### src/rtl/controle_vez_pkg.sv
// -----------------------------------------------------------------------------
// controle_vez_pkg
// Shared constants for the tic-tac-toe turn sequencer: FSM state encodings,
// player identifiers, board size and the highest legal cell index.
// No ports (package).
// -----------------------------------------------------------------------------
package controle_vez_pkg;

    // The encoding is visible on estado_db, so every value is fixed explicitly.
    typedef enum logic [2:0] {
        IDLE     = 3'b000,
        LIMPA    = 3'b001,
        ESPERA   = 3'b010,
        ESCREVE  = 3'b011,
        VERIFICA = 3'b100,
        TROCA    = 3'b101,
        FIM      = 3'b110
    } estado_t;

    localparam logic     JOGADOR_1 = 1'b0;
    localparam logic     JOGADOR_2 = 1'b1;
    localparam int       NUM_CASAS = 9;
    localparam logic [3:0] CASA_MAX = 4'd8;

    // True when the requested index addresses a real board cell.
    function automatic logic casa_valida(input logic [3:0] pos);
        return pos <= CASA_MAX;
    endfunction

endpackage

### src/rtl/controle_vez_if.sv
// -----------------------------------------------------------------------------
// controle_vez_if
// Move handshake and board-memory strobes between the input logic / board
// memory side (master) and the turn sequencer (slave).
//   jogada_valida, posicao   : move request and requested cell
//   casa_ocupada, vitoria    : combinational board lookups fed back
//   posicao_reg, escreve_tab : captured address and write enable
//   limpa_tab                : board clear strobe
//   jogada_aceita/rejeitada  : handshake response
// -----------------------------------------------------------------------------
interface controle_vez_if;

    logic       jogada_valida;
    logic [3:0] posicao;
    logic       casa_ocupada;
    logic       vitoria;
    logic [3:0] posicao_reg;
    logic       escreve_tab;
    logic       limpa_tab;
    logic       jogada_aceita;
    logic       jogada_rejeitada;

    modport master (
        output jogada_valida, posicao, casa_ocupada, vitoria,
        input  posicao_reg, escreve_tab, limpa_tab, jogada_aceita, jogada_rejeitada
    );

    modport slave (
        input  jogada_valida, posicao, casa_ocupada, vitoria,
        output posicao_reg, escreve_tab, limpa_tab, jogada_aceita, jogada_rejeitada
    );

endinterface

### src/rtl/controle_vez_contador_m.sv
// -----------------------------------------------------------------------------
// contador_m
// Mod-M up counter used as the per-turn timer.
//   clock, reset_n : clock and async active-low reset
//   zera           : synchronous clear (wins over conta)
//   conta          : count enable
//   fim            : count is at its terminal value M-1
// -----------------------------------------------------------------------------
module contador_m #(
    parameter int M = 5000
) (
    input  logic clock,
    input  logic reset_n,
    input  logic zera,
    input  logic conta,
    output logic fim
);

    localparam int W = (M > 1) ? $clog2(M) : 1;

    logic [W-1:0] q;

    // NOTE: state registers use non-blocking assignments so every flop samples
    // the pre-edge value of its neighbours regardless of statement order.
    always_ff @(posedge clock or negedge reset_n) begin
        if (!reset_n) begin
            q <= '0;
        end else if (zera) begin
            q <= '0;
        end else if (conta) begin
            if (q == W'(M - 1)) q <= '0;
            else                q <= q + 1'b1;
        end
    end

    assign fim = (q == W'(M - 1));

endmodule

### src/rtl/controle_vez.sv
// -----------------------------------------------------------------------------
// controle_vez
// Turn sequencer for tic-tac-toe: alternates players, accepts or rejects move
// requests, strobes the board memory, and decides win, draw or timeout.
//   clock, reset_n  : clock and async active-low reset
//   iniciar         : start/restart, honoured in IDLE and FIM only
//   bus (slave)     : move handshake and board strobes (see controle_vez_if)
//   jogador         : active player (0 = player 1, 1 = player 2)
//   num_jogadas     : moves played, saturating at NUM_CASAS
//   fim_jogo        : game over level
//   vencedor        : winner, valid when fim_jogo=1 and empate=0
//   empate, timeout : draw / time-forfeit result flags
//   estado_db       : current FSM state
// -----------------------------------------------------------------------------
module controle_vez
    import controle_vez_pkg::*;
#(
    parameter int TIMEOUT_CICLOS = 5000,
    parameter int NUM_CASAS      = controle_vez_pkg::NUM_CASAS
) (
    input  logic                 clock,
    input  logic                 reset_n,
    input  logic                 iniciar,
    controle_vez_if.slave        bus,
    output logic                 jogador,
    output logic [3:0]           num_jogadas,
    output logic                 fim_jogo,
    output logic                 vencedor,
    output logic                 empate,
    output logic                 timeout,
    output logic [2:0]           estado_db
);

    estado_t    estado;
    logic [3:0] posicao_r;
    logic       escreve_r;
    logic       limpa_r;
    logic       aceita_r;
    logic       rejeita_r;

    logic timer_zera;
    logic timer_conta;
    logic timer_fim;
    logic jogada_legal;

    // The timer restarts on every new turn and only runs while waiting for a
    // move; it is frozen through ESCREVE/VERIFICA and in FIM.
    assign timer_zera  = (estado == LIMPA) || (estado == TROCA);
    assign timer_conta = (estado == ESPERA);

    contador_m #(
        .M (TIMEOUT_CICLOS)
    ) u_timer (
        .clock   (clock),
        .reset_n (reset_n),
        .zera    (timer_zera),
        .conta   (timer_conta),
        .fim     (timer_fim)
    );

    assign jogada_legal = bus.jogada_valida && casa_valida(bus.posicao) && !bus.casa_ocupada;

    always_ff @(posedge clock or negedge reset_n) begin
        if (!reset_n) begin
            estado      <= IDLE;
            posicao_r   <= '0;
            escreve_r   <= 1'b0;
            limpa_r     <= 1'b0;
            aceita_r    <= 1'b0;
            rejeita_r   <= 1'b0;
            jogador     <= JOGADOR_1;
            num_jogadas <= '0;
            fim_jogo    <= 1'b0;
            vencedor    <= 1'b0;
            empate      <= 1'b0;
            timeout     <= 1'b0;
        end else begin
            // Strobes are registered from the transition into their state, so
            // they default low and are raised only on that transition.
            escreve_r <= 1'b0;
            limpa_r   <= 1'b0;
            aceita_r  <= 1'b0;
            rejeita_r <= 1'b0;

            case (estado)
                IDLE: begin
                    if (iniciar) begin
                        estado  <= LIMPA;
                        limpa_r <= 1'b1;
                    end
                end

                LIMPA: begin
                    jogador     <= JOGADOR_1;
                    num_jogadas <= '0;
                    fim_jogo    <= 1'b0;
                    vencedor    <= 1'b0;
                    empate      <= 1'b0;
                    timeout     <= 1'b0;
                    estado      <= ESPERA;
                end

                ESPERA: begin
                    // A legal move on the terminal timer cycle beats the timeout.
                    if (jogada_legal) begin
                        posicao_r <= bus.posicao;
                        escreve_r <= 1'b1;
                        aceita_r  <= 1'b1;
                        estado    <= ESCREVE;
                    end else begin
                        if (bus.jogada_valida) rejeita_r <= 1'b1;
                        if (timer_fim) begin
                            fim_jogo <= 1'b1;
                            timeout  <= 1'b1;
                            vencedor <= ~jogador;
                            estado   <= FIM;
                        end
                    end
                end

                ESCREVE: begin
                    if (num_jogadas != 4'(NUM_CASAS)) num_jogadas <= num_jogadas + 4'd1;
                    estado <= VERIFICA;
                end

                VERIFICA: begin
                    // Win is checked first so a winning ninth move is not a draw.
                    if (bus.vitoria) begin
                        fim_jogo <= 1'b1;
                        vencedor <= jogador;
                        estado   <= FIM;
                    end else if (num_jogadas == 4'(NUM_CASAS)) begin
                        fim_jogo <= 1'b1;
                        empate   <= 1'b1;
                        estado   <= FIM;
                    end else begin
                        estado <= TROCA;
                    end
                end

                TROCA: begin
                    jogador <= (jogador == JOGADOR_1) ? JOGADOR_2 : JOGADOR_1;
                    estado  <= ESPERA;
                end

                FIM: begin
                    if (iniciar) begin
                        estado  <= LIMPA;
                        limpa_r <= 1'b1;
                    end
                end

                default: estado <= IDLE;
            endcase
        end
    end

    assign bus.posicao_reg      = posicao_r;
    assign bus.escreve_tab      = escreve_r;
    assign bus.limpa_tab        = limpa_r;
    assign bus.jogada_aceita    = aceita_r;
    assign bus.jogada_rejeitada = rejeita_r;
    assign estado_db            = estado;

endmodule
### src/flat_wrapper.sv
// flat-port wrapper written by rule: the top's interface ports become plain ports
module controle_vez_flat import controle_vez_pkg::*;
#(
    parameter int TIMEOUT_CICLOS = 5000,
    parameter int NUM_CASAS      = controle_vez_pkg::NUM_CASAS
)
  (clock, reset_n, iniciar, jogador, num_jogadas, fim_jogo, vencedor, empate, timeout, estado_db, bus_jogada_valida, bus_posicao, bus_casa_ocupada, bus_vitoria, bus_posicao_reg, bus_escreve_tab, bus_limpa_tab, bus_jogada_aceita, bus_jogada_rejeitada);
  controle_vez_if bus_i ();
  input  logic clock;
  input  logic reset_n;
  input  logic iniciar;
  output logic jogador;
  output logic [3:0] num_jogadas;
  output logic fim_jogo;
  output logic vencedor;
  output logic empate;
  output logic timeout;
  output logic [2:0] estado_db;
  input wire logic [$bits(bus_i.jogada_valida)-1:0] bus_jogada_valida;
  input wire logic [$bits(bus_i.posicao)-1:0] bus_posicao;
  input wire logic [$bits(bus_i.casa_ocupada)-1:0] bus_casa_ocupada;
  input wire logic [$bits(bus_i.vitoria)-1:0] bus_vitoria;
  output wire logic [$bits(bus_i.posicao_reg)-1:0] bus_posicao_reg;
  output wire logic [$bits(bus_i.escreve_tab)-1:0] bus_escreve_tab;
  output wire logic [$bits(bus_i.limpa_tab)-1:0] bus_limpa_tab;
  output wire logic [$bits(bus_i.jogada_aceita)-1:0] bus_jogada_aceita;
  output wire logic [$bits(bus_i.jogada_rejeitada)-1:0] bus_jogada_rejeitada;
  assign bus_i.jogada_valida = bus_jogada_valida;
  assign bus_i.posicao = bus_posicao;
  assign bus_i.casa_ocupada = bus_casa_ocupada;
  assign bus_i.vitoria = bus_vitoria;
  assign bus_posicao_reg = bus_i.posicao_reg;
  assign bus_escreve_tab = bus_i.escreve_tab;
  assign bus_limpa_tab = bus_i.limpa_tab;
  assign bus_jogada_aceita = bus_i.jogada_aceita;
  assign bus_jogada_rejeitada = bus_i.jogada_rejeitada;
  controle_vez #(.TIMEOUT_CICLOS(TIMEOUT_CICLOS), .NUM_CASAS(NUM_CASAS)) u_core (.clock(clock), .reset_n(reset_n), .iniciar(iniciar), .bus(bus_i), .jogador(jogador), .num_jogadas(num_jogadas), .fim_jogo(fim_jogo), .vencedor(vencedor), .empate(empate), .timeout(timeout), .estado_db(estado_db));
endmodule
### config.mk
export PLATFORM = sky130hd
export DESIGN_NAME = controle_vez_flat
export DESIGN_NICKNAME = d
export VERILOG_FILES = /design/src/rtl/controle_vez_pkg.sv /design/src/rtl/controle_vez_if.sv /design/src/rtl/controle_vez_contador_m.sv /design/src/rtl/controle_vez.sv /design/src/flat_wrapper.sv
export SDC_FILE = /design/constraint.sdc
export NUM_CORES = 1
export LEC_CHECK = 0
export ABC_AREA = 1
export CORE_MARGIN = 5
export CORE_UTILIZATION = 45
export DETAILED_ROUTE_END_ITERATION = 7
export HOLD_SLACK_MARGIN = 0.15
export PLACE_DENSITY_LB_ADDON = 0.1
export SYNTH_ARGS = -nofsm -noshare
export SYNTH_HDL_FRONTEND = slang
export SYNTH_SLANG_ARGS = --single-unit
export TNS_END_PERCENT = 5
### constraint.sdc
create_clock -name clock -period 3.7 [get_ports clock]
set_clock_uncertainty 0.2 [all_clocks]
set_input_delay 0.74 -clock clock [delete_from_list [all_inputs] [get_ports clock]]
set_output_delay 0.74 -clock clock [all_outputs]
set_load 0.03 [all_outputs]
After elaboration in Yosys (flattened, before gate mapping)
Cells that the tools add are included.

Register bits after elaboration: 32. Input bits: 10. Output and inout bits: 20. Word-level logic and storage cells: 86.

Add/sub/neg operators: 2. $lt $le $gt $ge: 1. Eq/ne operators: 18. Muxes and demuxes: 32. Bitwise gates (word level): 1. Reductions and logical operators: 20.

Operators with widths (count): $mux 13 (3); $mux 1 (16); $pmux 3 s5 (1); $add 13x1->13 const B (1); $eq 13x13->1 const B (1); $mux 3 (4); $reduce_bool 2->1 (5); $eq 3x3->1 const B (3); $ne 2x2->1 const B (4); $pmux 4 s2 (1); $reduce_and 4->1 (2); $eq 3x2->1 const B (2); $ne 2x1->1 const B (3); $pmux 1 s2 (3); $pmux 1 s3 (2); $reduce_and 2->1 (3); $reduce_and 3->1 (2); $add 4x1->4 const B (1); $eq 4x4->1 const B (1); $le 4x4->1 const B (1); $mux 4 (1); $ne 4x4->1 const B (1); $reduce_or 2->1 (2); $eq 3x1->1 const B (1); other kinds (9) (10).

Logic depth before layout (Yosys ltp)
Gate-level depths: netlist of the first run.

Depth after elaboration: 5. Depth in mapped cells: 9. Gate-level depth less buffers: 9.

By module
Synthesis of the first run repeated with hierarchy kept, for this count alone.

Cells, all modules: 254. Area, all modules: 1859.3 um^2.

By module, submodules not included: controle_vez (times used 1, cells each 130, area an instance 1024.7 um^2, sequential area each 475.5 um^2); contador_m (times used 1, cells each 124, area an instance 834.6 um^2, sequential area each 325.3 um^2).

Worst setup path before layout of the first run
OpenSTA, ideal clock, no wires.

Path kind: register to register. Start: reg u_core.num_jogadas[0]. End: reg u_core.fim_jogo. Library setup time: 0.118 ns. Arrival: 1.407 ns. Required time: 3.382 ns. Path slack: 1.975 ns. Stages on the path, launching flop included: 9. Path buffers: 0. Period minus slack after synthesis: 1.725 ns. Cells stage by stage: dfrtp_1 > ha_1 > nand2_1 > nor2_1 > nor2_2 > nor2_2 > nand3_2 > nand2_1 > nand2_1.

Longest elaborated chain between the ends: 3.

RTL lines: start, declared (RTL line controle_vez.sv:26) `output logic [3:0] num_jogadas,`; start signal, assigned (RTL line controle_vez.sv:122) `if (num_jogadas != 4'(NUM_CASAS)) num_jogadas <= num_jogadas + 4'd1;`; $eq 4x4->1 (RTL line controle_vez.sv:132) `end else if (num_jogadas == 4'(NUM_CASAS)) begin`; $ne 3x2->1 (no line); $reduce_and 4->1 (no line); end signal, assigned (RTL line controle_vez.sv:113) `fim_jogo <= 1'b1;`; end signal, assigned (RTL line controle_vez.sv:129) `fim_jogo <= 1'b1;`; end signal, assigned (RTL line controle_vez.sv:133) `fim_jogo <= 1'b1;`; end, declared (RTL line controle_vez.sv:27) `output logic fim_jogo,`.

No other way between the ends. A chain may end at the register's enable or synchronous reset.

Worst setup path after layout of the first run
Start: reg u_core.estado[1], in the netlist u_core.estado_db[1]. End: out estado_db[1].

RTL lines: start, declared (RTL line controle_vez.sv:34) `estado_t estado;`; start signal, assigned (RTL line controle_vez.sv:65) `estado <= IDLE;`; start signal, assigned (RTL line controle_vez.sv:88) `estado <= LIMPA;`; start signal, assigned (RTL line controle_vez.sv:100) `estado <= ESPERA;`; end, declared (RTL line flat_wrapper.sv:18) `output logic [2:0] estado_db;`.

No word-level cell between the ends.

==> impl_metrics.ini, run 1 <==
[global_routing]
grt_antenna_before_repair = 0
overflow = 0
grt_usage_pct = 16.29
grt_pass1_wl_mm = 6.575
grt_max_degree = 33
grt_pass1_vias = 1438

[final_layout]
largest_reg_flops = 13
fin_cells = 313
final_common_cell = nand2_1
fin_nets = 277
layout-drive-gt1-share_pct = 14.34
final_cell_mix = nand2_1 (65), dfrtp_1 (32), clkdlybuf4s50_1 (29)
fill_cells = 343
synthToLayoutAreaGrowth_pct = 25.96
antenna_cells = 0
multi_input_area_um2 = 832.0
register_area_um2 = 800.8

[timing]
rsz0062_at_grt = no
finalCriticalPeriod_ns = 2.463
hold_ws_ns = 0.2776
maxSlewViolCount = 0
post-route-period-util_pct = 66.56
fin_setup_tns_ns = 0
hold_viol = 0
tightest_slew_ns = 0.3983
setup_viol = 0
relSlewSlack_pct = 73.44
fmax_ghz = 0.4061

[logic_synthesis]
synth_top_area_share_pct = 45.39
syn_avg_cell_area_um2 = 7.738
ys_top_cells_by_area = dfrtp_1 (45%), nand2_1 (14%), nand3_1 (6.0%)
ys_warn_count = 0
synth-seq-cells = 32
netlist_instances = 228
syn_area_mm2 = 0.001764
seq_area_frac_synth_pct = 45.39
synth_nets = 241
synth_edf_count = 0
synthFlopType = dfrtp_1
yosysTopAreaCell = dfrtp_1
async_reset_ff_share_pct = 100.0
synth_cell_types = 26

[floorplanning]
core-area_mm2 = 0.003716
row_count = 22
die_y_um = 72.62
die-width_um = 72.62
num_io_pins = 30
die_area_mm2 = 0.005273
initial_core_util_pct = 47.47

[worst_setup_path]
startpoint_type = flip-flop
slowest_delay_ns = 0.73
slowest_stage = clkdlybuf4s50_1
crit_path_end_kind = output pin
path_buf_inv = 1
critPathRequiredTime_ns = 2.76
crit_type = flip-flop to output pin
path_delay_family = buffers and inverters
arrival_ns = 1.52
worstPathMaxFanout = 6
cp_cell_sequence = clkdlybuf4s50_1

[flow_run]
max_cap_viol_count = 0

[detailed_routing]
drt_first_pass_iters = 4
num_vias = 1501
drtIter0Drc = 57
viasPerCell = 4.796
drc = 0
routedWlPerCell_um = 11.54
detail-route-antenna-nets = 0
routed_wl_mm = 3.612

[clock_network]
post-cts-setup-buffer-count = 0
cts-buffers-inserted = 5
hold_buffers = 0
clk_path_buf_depth = 2
cts_sinks = 32
cts_resized = 0
htreeDepth = 2
clkLatencyLatePin_ns = 0.29
clk_pin_slew_ns = 0.07
cts_tree = done
cts_root_buf = clkbuf_8

[power]
power_leakage_nw = 1.054
p_per_area_mw_per_mm2 = 721.5
ir_worst_vdd_mv = 0.4635

[placed_design]
gp_congestion = 0.8406
place_inst = 305
io_buffers = 29
dpl.hpwl_mm = 2.696

[outcome]
outcome = finished, final reports clean

[min_path]
worstHoldPathType = flip-flop to flip-flop
[metrics by stage]
stage | power (mW) | instance area [um2] | utilization [%] | setup slack, ns
after floorplan | 1.029 | 1764 | - | 1.975
after global placement | 1.287 | 2115 | 56.90 | 1.516
after detailed placement | 1.288 | 2115 | 56.90 | 1.488
after CTS | 1.625 | 2222 | 59.80 | 1.218
after global routing | 1.728 | 2222 | 59.80 | 1.166
final | 1.603 | 2222 | 59.80 | 1.237
[final timing paths]
kind	from	to	slack [ns]	depth (start not counted)
worst max-delay path	u_core.estado_db[1]$_DFFE_PN0P_	estado_db[1]	1.24	1
worst min-delay path	u_core.bus.posicao_reg[0]$_DFFE_PN0N_	u_core.bus.posicao_reg[0]$_DFFE_PN0N_	0.28	2
worst max register to register	u_core.u_timer.q[0]$_DFFE_PN0P_	u_core.u_timer.q[7]$_DFFE_PN0P_	2.01	8
worst min register to register	u_core.bus.posicao_reg[0]$_DFFE_PN0N_	u_core.bus.posicao_reg[0]$_DFFE_PN0N_	0.28	2
max in group asynchronous	reset_n	u_core.num_jogadas[1]$_DFFE_PN0P_	2.36	2
min in group asynchronous	reset_n	u_core.estado_db[0]$_DFFE_PN0P_	0.65	2
[cell families (layout without fill, tap and decap cells)]
group | after synthesis | after routing | synth area share, %
AND/OR/NAND/NOR | 134 | 134 | 36.24
flip-flops | 32 | 32 | 45.39
buffers and inverters | 32 | 69 | 7.447
AO/OA/AOI/OAI | 24 | 24 | 7.305
adder cells (fa/ha/maj) | 3 | 3 | 2.128
XOR/XNOR | 3 | 3 | 1.490
[metal layers]
metal	track usage [%]	vias to the layer above	share of wire (%)
li1	-	804	-
met1	22.05	669	51
met2	23.45	22	42
met3	6.061	6	5.2
met4	6.557	0	1.9
met5	0	-	0
[report_power, final]
group / total, mW / internal, mW / switching [mW] / leakage, nW
Clock: 0.329 / 0.200 / 0.129 / 0.0552
Sequential: 0.519 / 0.435 / 0.0845 / 0.429
Combinational: 0.756 / 0.280 / 0.476 / 0.570
Total: 1.60 / 0.914 / 0.689 / 1.05
[cells in the mapped netlist, types with 3 or more instances]
cell type  count
nand2_1       65
nor3_1         3
nor2_1        22
nor2_2         7
dfrtp_1       32
inv_4          3
inv_1         20
ha_1           3
o21ai_1        9
o21ai_0       10
inv_2          8
nand2_2        3
nand4_1        4
nand3_1       21
[final cells by class]
type	count	share of cell area [%]
multi-input cells	164	37.44
flip-flops and latches	32	36.04
repair buffers	30	13.40
inverters	31	5.574
clock buffers	6	3.266
well taps	48	2.703
clock inverters	2	1.577
Note: power is estimated with default switching activity, not from simulation.
==> run 2, diff against run 1 <==
Clock period 3.7 ns to 2.4 ns, I/O delays scaled along.
==> run 2 against run 1 <==
  * Worst hold slack worse by 0.0013 ns
  * Highest routed layer unchanged
  * Combinational power rose by 55%
  * Critical path depth unchanged
  * Cell count is the same
  * Register-to-register slack worse by 1.3 ns
  * First-iteration DRC count is 30% higher
  * Wire length shrank 0.47%
  * Non-clock buffer count stayed put
  * Cell area did not move
  * Critical endpoint unchanged
==> impl_metrics.ini, run 2 (same netlist as run 1, synthesis figures left out) <==
[outcome]
outcome = finished, final reports clean

[detailed_routing]
routed_wl_mm = 3.595
routedWlPerCell_um = 11.49
drt_first_pass_iters = 4
drtIter0Drc = 74
detail-route-antenna-nets = 0
num_vias = 1518
viasPerCell = 4.850
drc = 0

[final_layout]
final_cell_mix = nand2_1 (65), dfrtp_1 (32), clkdlybuf4s50_1 (29)
layout-drive-gt1-share_pct = 14.34
multi_input_area_um2 = 832.0
largest_reg_flops = 13
finish.instance_area_mm2 = 0.002222
fill_cells = 360
synthToLayoutAreaGrowth_pct = 25.96
fin_nets = 277
antenna_cells = 0
final_common_cell = nand2_1
register_area_um2 = 800.8
utilization_pct = 59.80

[worst_setup_path]
reg2reg_slack_ns = 0.70
startpoint_type = flip-flop
worstPathMaxFanout = 6
path_delay_family = buffers and inverters
path_depth = 1
slowest_delay_ns = 0.73
path_buf_inv = 1
critPathRequiredTime_ns = 1.72
worst_r2r_path_depth = 8
reg2reg_to = u_core.u_timer.q[7]$_DFFE_PN0P_
reg2reg_from = u_core.u_timer.q[0]$_DFFE_PN0P_
crit_type = flip-flop to output pin
arrival_ns = 1.52
slowest_stage = clkdlybuf4s50_1
crit_start = u_core.estado_db[1]$_DFFE_PN0P_
crit_path_end_kind = output pin
critPathCapture = estado_db[1]
cp_cell_sequence = clkdlybuf4s50_1

[clock_network]
post-cts-setup-buffer-count = 0
htreeDepth = 2
clkLatencyLatePin_ns = 0.28
cts_tree = done
clk_path_buf_depth = 2
cts_sinks = 32
cts_resized = 0
hold_buffers = 0
clk_pin_slew_ns = 0.07
cts_root_buf = clkbuf_8
cts-buffers-inserted = 5

[timing]
hold_ws_ns = 0.2763
fin_setup_tns_ns = 0
tightest_slew_ns = 0.4082
relSlewSlack_pct = 72.79
post-route-period-util_pct = 91.54
rsz0062_at_grt = no
maxSlewViolCount = 0
setup_viol = 0
hold_viol = 0
finalCriticalPeriod_ns = 2.197
fmax_ghz = 0.4552

[floorplanning]
row_count = 22
initial_core_util_pct = 47.47
die_area_mm2 = 0.005273
core-area_mm2 = 0.003716
die_y_um = 72.62
die-width_um = 72.62
num_io_pins = 30

[power]
ir_worst_vdd_mv = 0.7223
seq_power_share_pct = 32.4
p_sw_share_pct = 42.89
internal_power_mw = 1.409
power.switching_mw = 1.058
p_per_area_mw_per_mm2 = 1111
power_frac_comb_pct = 47.3
clockPowerShare_pct = 20.4
power_leakage_nw = 1.054

[global_routing]
met2_usage_pct = 22.85
grt_usage_pct = 15.89
grt_antenna_before_repair = 0
grt_pass1_vias = 1418
use_met3_pct = 4.959
grt_pass1_wl_mm = 6.513
grt_max_degree = 33
met1_usage_pct = 22.50
overflow = 0
busiest_layer = met2

[placed_design]
io_buffers = 29
gp_congestion = 0.8405
dpl.hpwl_mm = 2.710
placed_area_mm2 = 0.002115

[min_path]
worstHoldPathType = flip-flop to flip-flop

[flow_run]
max_cap_viol_count = 0
[run 2: cell counts in the layout (fill, tap and decap cells not counted)]
Identical to the previous run, type by type.
[run 2: layer usage]
layer	share of wire (%)	routed length [um]
met1	51	1829
met2	44	1580
met3	4.6	167
met4	0.53	19
met5	0	0
[run 2: power groups by stage]
stage	Combinational, mW	Clock [mW]	Sequential, mW
floorplan	0.578	0	1.01
global placement	1.17	0	0.809
detailed placement	1.18	0	0.811
CTS	1.18	0.521	0.802
global route	1.30	0.540	0.826
finish	1.17	0.502	0.799
[run 2: worst min-delay path by stage]
stage                                                      from                               endpoint  cells past startpoint
after CTS                 u_core.bus.posicao_reg[0]$_DFFE_PN0N_  u_core.bus.posicao_reg[0]$_DFFE_PN0N_                      2
after floorplan                                         reset_n       u_core.bus.escreve_tab$_DFF_PN0_                      0
final                     u_core.bus.posicao_reg[0]$_DFFE_PN0N_  u_core.bus.posicao_reg[0]$_DFFE_PN0N_                      2
after global placement    u_core.bus.posicao_reg[3]$_DFFE_PN0N_  u_core.bus.posicao_reg[3]$_DFFE_PN0N_                      2
after global routing      u_core.bus.posicao_reg[1]$_DFFE_PN0N_  u_core.bus.posicao_reg[1]$_DFFE_PN0N_                      2
after detailed placement  u_core.bus.posicao_reg[0]$_DFFE_PN0N_  u_core.bus.posicao_reg[0]$_DFFE_PN0N_                      2
[run 2: stage by stage]
stage	instances	total power, mW	setup slack [ns]
finish	313	2.468	0.2031
global route	313	2.665	0.1174
CTS	313	2.507	0.1715
detailed placement	305	1.989	0.4580
global placement	305	1.983	0.4758
floorplan	228	1.586	0.6752
[run 2: layout make-up]
cell class              count  area share [%]
clock inverters             2           1.577
clock buffers               6           3.266
multi-input cells         164           37.44
flip-flops and latches     32           36.04
well taps                  48           2.703
repair buffers             30           13.40
inverters                  31           5.574
